### src/rtl/bcd_seg_pkg.sv
// Shared constants for the multiplexed sign+BCD 7-segment driver.
// Segment patterns are {g,f,e,d,c,b,a}, active-low.
package bcd_seg_pkg;

    localparam logic [6:0] SEG_0     = 7'h40;
    localparam logic [6:0] SEG_1     = 7'h79;
    localparam logic [6:0] SEG_2     = 7'h24;
    localparam logic [6:0] SEG_3     = 7'h30;
    localparam logic [6:0] SEG_4     = 7'h19;
    localparam logic [6:0] SEG_5     = 7'h12;
    localparam logic [6:0] SEG_6     = 7'h02;
    localparam logic [6:0] SEG_7     = 7'h78;
    localparam logic [6:0] SEG_8     = 7'h00;
    localparam logic [6:0] SEG_9     = 7'h10;
    localparam logic [6:0] SEG_MINUS = 7'h3F;
    localparam logic [6:0] SEG_E     = 7'h06;
    localparam logic [6:0] SEG_BLANK = 7'h7F;

    localparam logic [3:0] SIGN_NEG = 4'd5;
    localparam logic [3:0] SIGN_POS = 4'd0;

endpackage

### src/rtl/bcd_seg_scan_seg_decode.sv
// Combinational BCD nibble to active-low segment pattern.
// Non-decimal nibbles render as 'E' so corrupt data is visible on the display.
module seg_decode
    import bcd_seg_pkg::*;
(
    input  logic [3:0] nib,
    output logic [6:0] seg
);

    always_comb begin
        seg = SEG_E;
        case (nib)
            4'd0:    seg = SEG_0;
            4'd1:    seg = SEG_1;
            4'd2:    seg = SEG_2;
            4'd3:    seg = SEG_3;
            4'd4:    seg = SEG_4;
            4'd5:    seg = SEG_5;
            4'd6:    seg = SEG_6;
            4'd7:    seg = SEG_7;
            4'd8:    seg = SEG_8;
            4'd9:    seg = SEG_9;
            default: seg = SEG_E;
        endcase
    end

endmodule

### src/rtl/bcd_seg_scan.sv
// Five-digit common-anode scan driver for a sign+BCD word, with snapshot
// capture at frame wrap, anti-ghosting blank interval and leading-zero suppression.
module bcd_seg_scan
    import bcd_seg_pkg::*;
#(
    parameter int SCAN_DIV  = 50000,
    parameter int BLANK_CYC = 16
) (
    input  logic        clk,
    input  logic        rst_n,
    input  logic [19:0] bcd,
    input  logic        load,
    input  logic        blank_en,
    output logic [4:0]  an,
    output logic [6:0]  seg,
    output logic        frame_tick
);

    localparam int PW = (SCAN_DIV > 1) ? $clog2(SCAN_DIV) : 1;

    logic [PW-1:0] presc;
    logic [2:0]    idx;
    logic [19:0]   shadow;
    logic          pending;
    logic          wrap_d;

    logic          terminal;
    logic          wrap;
    logic [3:0]    mag_nib;
    logic [6:0]    mag_seg;
    logic [6:0]    sign_seg;
    logic [6:0]    slot_seg;
    logic [4:0]    slot_an;
    logic          thou_z, hund_z, tens_z;

    assign terminal = (presc == PW'(SCAN_DIV - 1));
    assign wrap     = terminal && (idx == 3'd4);

    assign thou_z = (shadow[15:12] == 4'd0);
    assign hund_z = (shadow[11:8]  == 4'd0);
    assign tens_z = (shadow[7:4]   == 4'd0);

    always_comb begin
        mag_nib = shadow[3:0];
        case (idx)
            3'd1:    mag_nib = shadow[7:4];
            3'd2:    mag_nib = shadow[11:8];
            3'd3:    mag_nib = shadow[15:12];
            default: mag_nib = shadow[3:0];
        endcase
    end

    seg_decode u_dec (
        .nib (mag_nib),
        .seg (mag_seg)
    );

    // A negative zero is shown blank rather than "-0".
    always_comb begin
        sign_seg = SEG_E;
        if (shadow[19:16] == SIGN_NEG)
            sign_seg = (shadow[15:0] != 16'd0) ? SEG_MINUS : SEG_BLANK;
        else if (shadow[19:16] == SIGN_POS)
            sign_seg = SEG_BLANK;
    end

    always_comb begin
        slot_seg = SEG_BLANK;
        case (idx)
            3'd0: slot_seg = mag_seg;
            3'd1: slot_seg = (blank_en && thou_z && hund_z && tens_z) ? SEG_BLANK : mag_seg;
            3'd2: slot_seg = (blank_en && thou_z && hund_z) ? SEG_BLANK : mag_seg;
            3'd3: slot_seg = (blank_en && thou_z) ? SEG_BLANK : mag_seg;
            3'd4: slot_seg = sign_seg;
            default: slot_seg = SEG_BLANK;
        endcase
    end

    assign slot_an = (presc < PW'(BLANK_CYC)) ? 5'b11111 : ~(5'b00001 << idx);

    // Outputs are registered from the current scan position, so an/seg/frame_tick
    // lag idx/prescaler by one cycle and frame_tick lines up with slot 0's first cycle.
    always_ff @(posedge clk) begin
        if (!rst_n) begin
            presc      <= '0;
            idx        <= 3'd0;
            shadow     <= 20'h00000;
            pending    <= 1'b0;
            wrap_d     <= 1'b0;
            frame_tick <= 1'b0;
            an         <= 5'b11111;
            seg        <= SEG_BLANK;
        end else begin
            presc      <= terminal ? '0 : presc + PW'(1);
            if (terminal)
                idx <= (idx == 3'd4) ? 3'd0 : idx + 3'd1;
            wrap_d     <= wrap;
            frame_tick <= wrap_d;
            an         <= slot_an;
            seg        <= slot_seg;
            if (wrap) begin
                if (pending || load)
                    shadow <= bcd;
                pending <= 1'b0;
            end else if (load) begin
                pending <= 1'b1;
            end
        end
    end

endmodule

### config.mk
export PLATFORM = sky130hd
export DESIGN_NAME = bcd_seg_scan
export DESIGN_NICKNAME = d
export VERILOG_FILES = /design/src/rtl/bcd_seg_pkg.sv /design/src/rtl/bcd_seg_scan_seg_decode.sv /design/src/rtl/bcd_seg_scan.sv
export SDC_FILE = /design/constraint.sdc
export NUM_CORES = 1
export LEC_CHECK = 0
export ABC_AREA = 1
export CORE_ASPECT_RATIO = 1.75
export CORE_UTILIZATION = 40
export CTS_BUF_LIST = sky130_fd_sc_hd__clkbuf_4
export CTS_CLUSTER_SIZE = 14
export DETAILED_ROUTE_END_ITERATION = 16
export PLACE_DENSITY = 0.72
export SLEW_MARGIN = 15
export SYNTH_ARGS = -nofsm -noshare
export SYNTH_HDL_FRONTEND = slang
export SYNTH_HIERARCHICAL = 1
export SYNTH_SLANG_ARGS = --single-unit
### constraint.sdc
create_clock -name clk -period 2.9 [get_ports clk]
set_input_delay 0.725 -clock clk [delete_from_list [all_inputs] [get_ports clk]]
set_output_delay 0.725 -clock clk [all_outputs]
set_load 0.05 [all_outputs]
==> flow_summary_export.csv <==
group,metric,value,unit
outcome,status,"finished, final reports clean",
floorplan,placementRows,40,
flow_run,max_cap_violations,0,
cts,cts_resized,0,
pwr,cellLeakagePower,0.00162,uW
critical_path,crit_arrival,2.68,ns
logic_synthesis,synth_top_area_cell,"dfxtp_1",
detailed_routing,dr.pass1.iters,4,
critical_path,end_kind,"flop",
logic_synthesis,ys_seq_elements,54,
pwr,vdd_drop_max,0.000195,V
timing,skew,0.0187,ns
cts,cts_hold_buf,0,
detailed_routing,postRouteWirelength,6.64,mm
critical_path,worst-path-max-fanout,6,
timing,fmax,419,MHz
detailed_routing,post_drt_wl_per_cell,11.8,um
logic_synthesis,syn_inst,442,
cts,clkLatencyLatePin,0.39,ns
timing,worst-slew-pin-transition,0.536,ns
placement,place_congestion,0.910,
cts,clock-sinks,54,
timing,drv_slew,0,
detailed_routing,post-route-drc-count,0,
cts,cts_setup_buffers,0,
floorplan,die_x,66.4,um
floorplan,start_util,41.8,%
grt,gr-total-overflow,0,
timing,rsz0062_at_grt,"no",
floorplan,boundaryPins,37,
detailed_routing,num_vias,2731,
logic_synthesis,avgSynthCellArea,6.57,sq um
grt,antenna_found_initial,0,
cts,root_buffer,"clkbuf_4",
critical_path,start_kind,"flop",
cts,cts_tree,"built",
logic_synthesis,syn-num-nets,477,
timing,final-setup-viol-count,0,
critical_path,worstSetupPathType,"reg2reg",
pwr,p_per_area,351,nW/um^2
final_layout,drive_above_1_share,6.65,%
logic_synthesis,seq_area_frac_synth,37.2,%
detailed_routing,drtIter0Drc,137,
final_layout,final_util,48.2,%
floorplan,core_region_area,6960,sq um
final_layout,final-instance-count-excl-fill,565,
logic_synthesis,synth_top_area_share,37.2,%
detailed_routing,final_antenna_net_count,0,
placement,place_inst,557,
timing,hold_viol_final,0,
timing,maxSlewHeadroom,64.2,%
logic_synthesis,synth_area_leaders,"dfxtp_1 37%, nand2_1 14%, nor2_1 12%, inv_1 8.7%, ha_1 4.7%",
timing,whs,0.440,ns
timing,fin_crit,2.38,ns
cts,cts_made_buffers,5,
logic_synthesis,syn-cell-area,2910,sq um
timing,fin_crit_sh,82.2,%
logic_synthesis,ys_warn_count,6,
grt,grt_max_degree,25,
final_layout,syn2layout_area_growth,15.4,%
critical_path,worstPathRequired,3.20,ns
placement,port-buffer-count,36,
placement,place_hpwl,5.12,mm
grt,grt_use_total,19.1,%
hold_path,worstHoldPathType,"reg2reg",
detailed_routing,routed_via_density,4.83,
logic_synthesis,synth.distinct_cells,26,
cts,clkSlewWorstSetupHoldPaths,0.15,ns
floorplan,die_area,7620,sq um
timing,finalSetupTns,0,ns
grt,grt_pass1_wl,11.2,mm
floorplan,die_h,115,um
cts,htreeDepth,2,
cts,clockBufferDepth,2,
final_layout,n_antenna_cell,0,
final_layout,final_nets,515,
grt,grt_pass1_vias,2612,
-- cell type report --
| class | instances | area, sq um |
|---|---|---|
| Inverter | 72 | 270 |
| Clock inverter | 2 | 8.76 |
| Timing Repair Buffer | 40 | 390 |
| Tap cell | 84 | 105 |
| Fill cell | 743 | 3600 |
| Clock buffer | 6 | 45.0 |
| Sequential cell | 54 | 1080 |
| Multi-Input combinational cell | 307 | 1450 |
-- final timing paths --
kind | depth (start not counted) | from | end | slack [ns]
min | 2 | wrap_d | frame_tick | 0.44
min reg2reg | 2 | wrap_d | frame_tick | 0.44
max | 15 | idx[0] | seg[0] | 0.52
max reg2reg | 15 | idx[0] | seg[0] | 0.52
-- state kept, by name, indices dropped and copies added, names as in the netlist --
register,count
shadow,20
frame_tick,1
wrap_d,1
seg,7
presc,16
pending,1
an,5
idx,3
-- synth_stat cells, drive strengths merged --
| cell type | count |
|---|---|
| nand3b | 2 |
| dfxtp | 54 |
| o22ai | 4 |
| nand4 | 9 |
| or2 | 2 |
| nor2 | 97 |
| nand2 | 115 |
| xnor2 | 1 |
| nand3 | 20 |
| a21oi | 21 |
| xor2 | 3 |
| ha | 11 |
| nor3 | 10 |
| buf | 5 |
| inv | 72 |
| clkbuf | 4 |
| a31oi | 5 |
| o21ai | 7 |
-- cell families after synthesis --
family	share of synthesized area, %
simple gates	37.2
buf+inv	12.8
flops	37.2
compound gates	6.89
fa+ha+maj	4.74
xor+xnor	1.21
-- through the flow --
step / total power, uW / area (sq um) / worst slack (ns)
finish: 1180 / 3350 / 0.515
global route: 1230 / 3350 / 0.231
CTS: 1200 / 3350 / 0.499
detailed placement: 858 / 3300 / 0.512
global placement: 857 / 3300 / 0.620
floorplan: 815 / 2910 / 0.614
-- cells in the final DEF, fill, tap and decap left out, types with 2 or more instances in the layout --
cell	Yosys	routed
inv_2	5	5
nor3_1	10	10
nor2_1	93	93
nand3_1	20	20
xor2_1	3	3
nand2_2	6	6
nand4_2	2	2
buf_4	0	4
nand3b_1	2	2
dfxtp_1	54	54
or2_2	2	2
o22ai_1	4	4
nand4_1	7	7
clkbuf_4	0	6
ha_1	11	11
inv_1	67	67
nand2_1	108	108
clkdlybuf4s50_1	0	36
o21ai_0	6	6
nor2_2	3	3
a21oi_1	21	21
a31oi_1	5	5
-- worst max-delay path, cell delays in order, from the launching register on --
cell	delay [ns]
dfxtp_1	0.37
ha_1	0.21
ha_1	0.19
inv_1	0.15
nand3_1	0.13
inv_1	0.11
nand2_1	0.05
nand2_1	0.13
inv_1	0.11
ha_1	0.20
o21ai_0	0.22
nor2_1	0.06
inv_1	0.07
a21oi_1	0.06
nor3_1	0.18
nand2_1	0.06
-- metal layers --
layer	GRT usage, %	vias up	share of wire (%)
met5	0	-	0
met4	10.9	0	4.3
met3	3.08	22	2.5
met2	36.6	53	55
met1	18.3	1227	38
li1	-	1429	-
-- where the power goes --
group / internal, uW / switching (uW) / leakage, uW
logic: 42.5 / 44.5 / 0.00115
registers: 751 / 3.44 / 0.000438
clock network: 101 / 236 / 0.0000331
No activity file was read; power rests on OpenSTA's default activity.
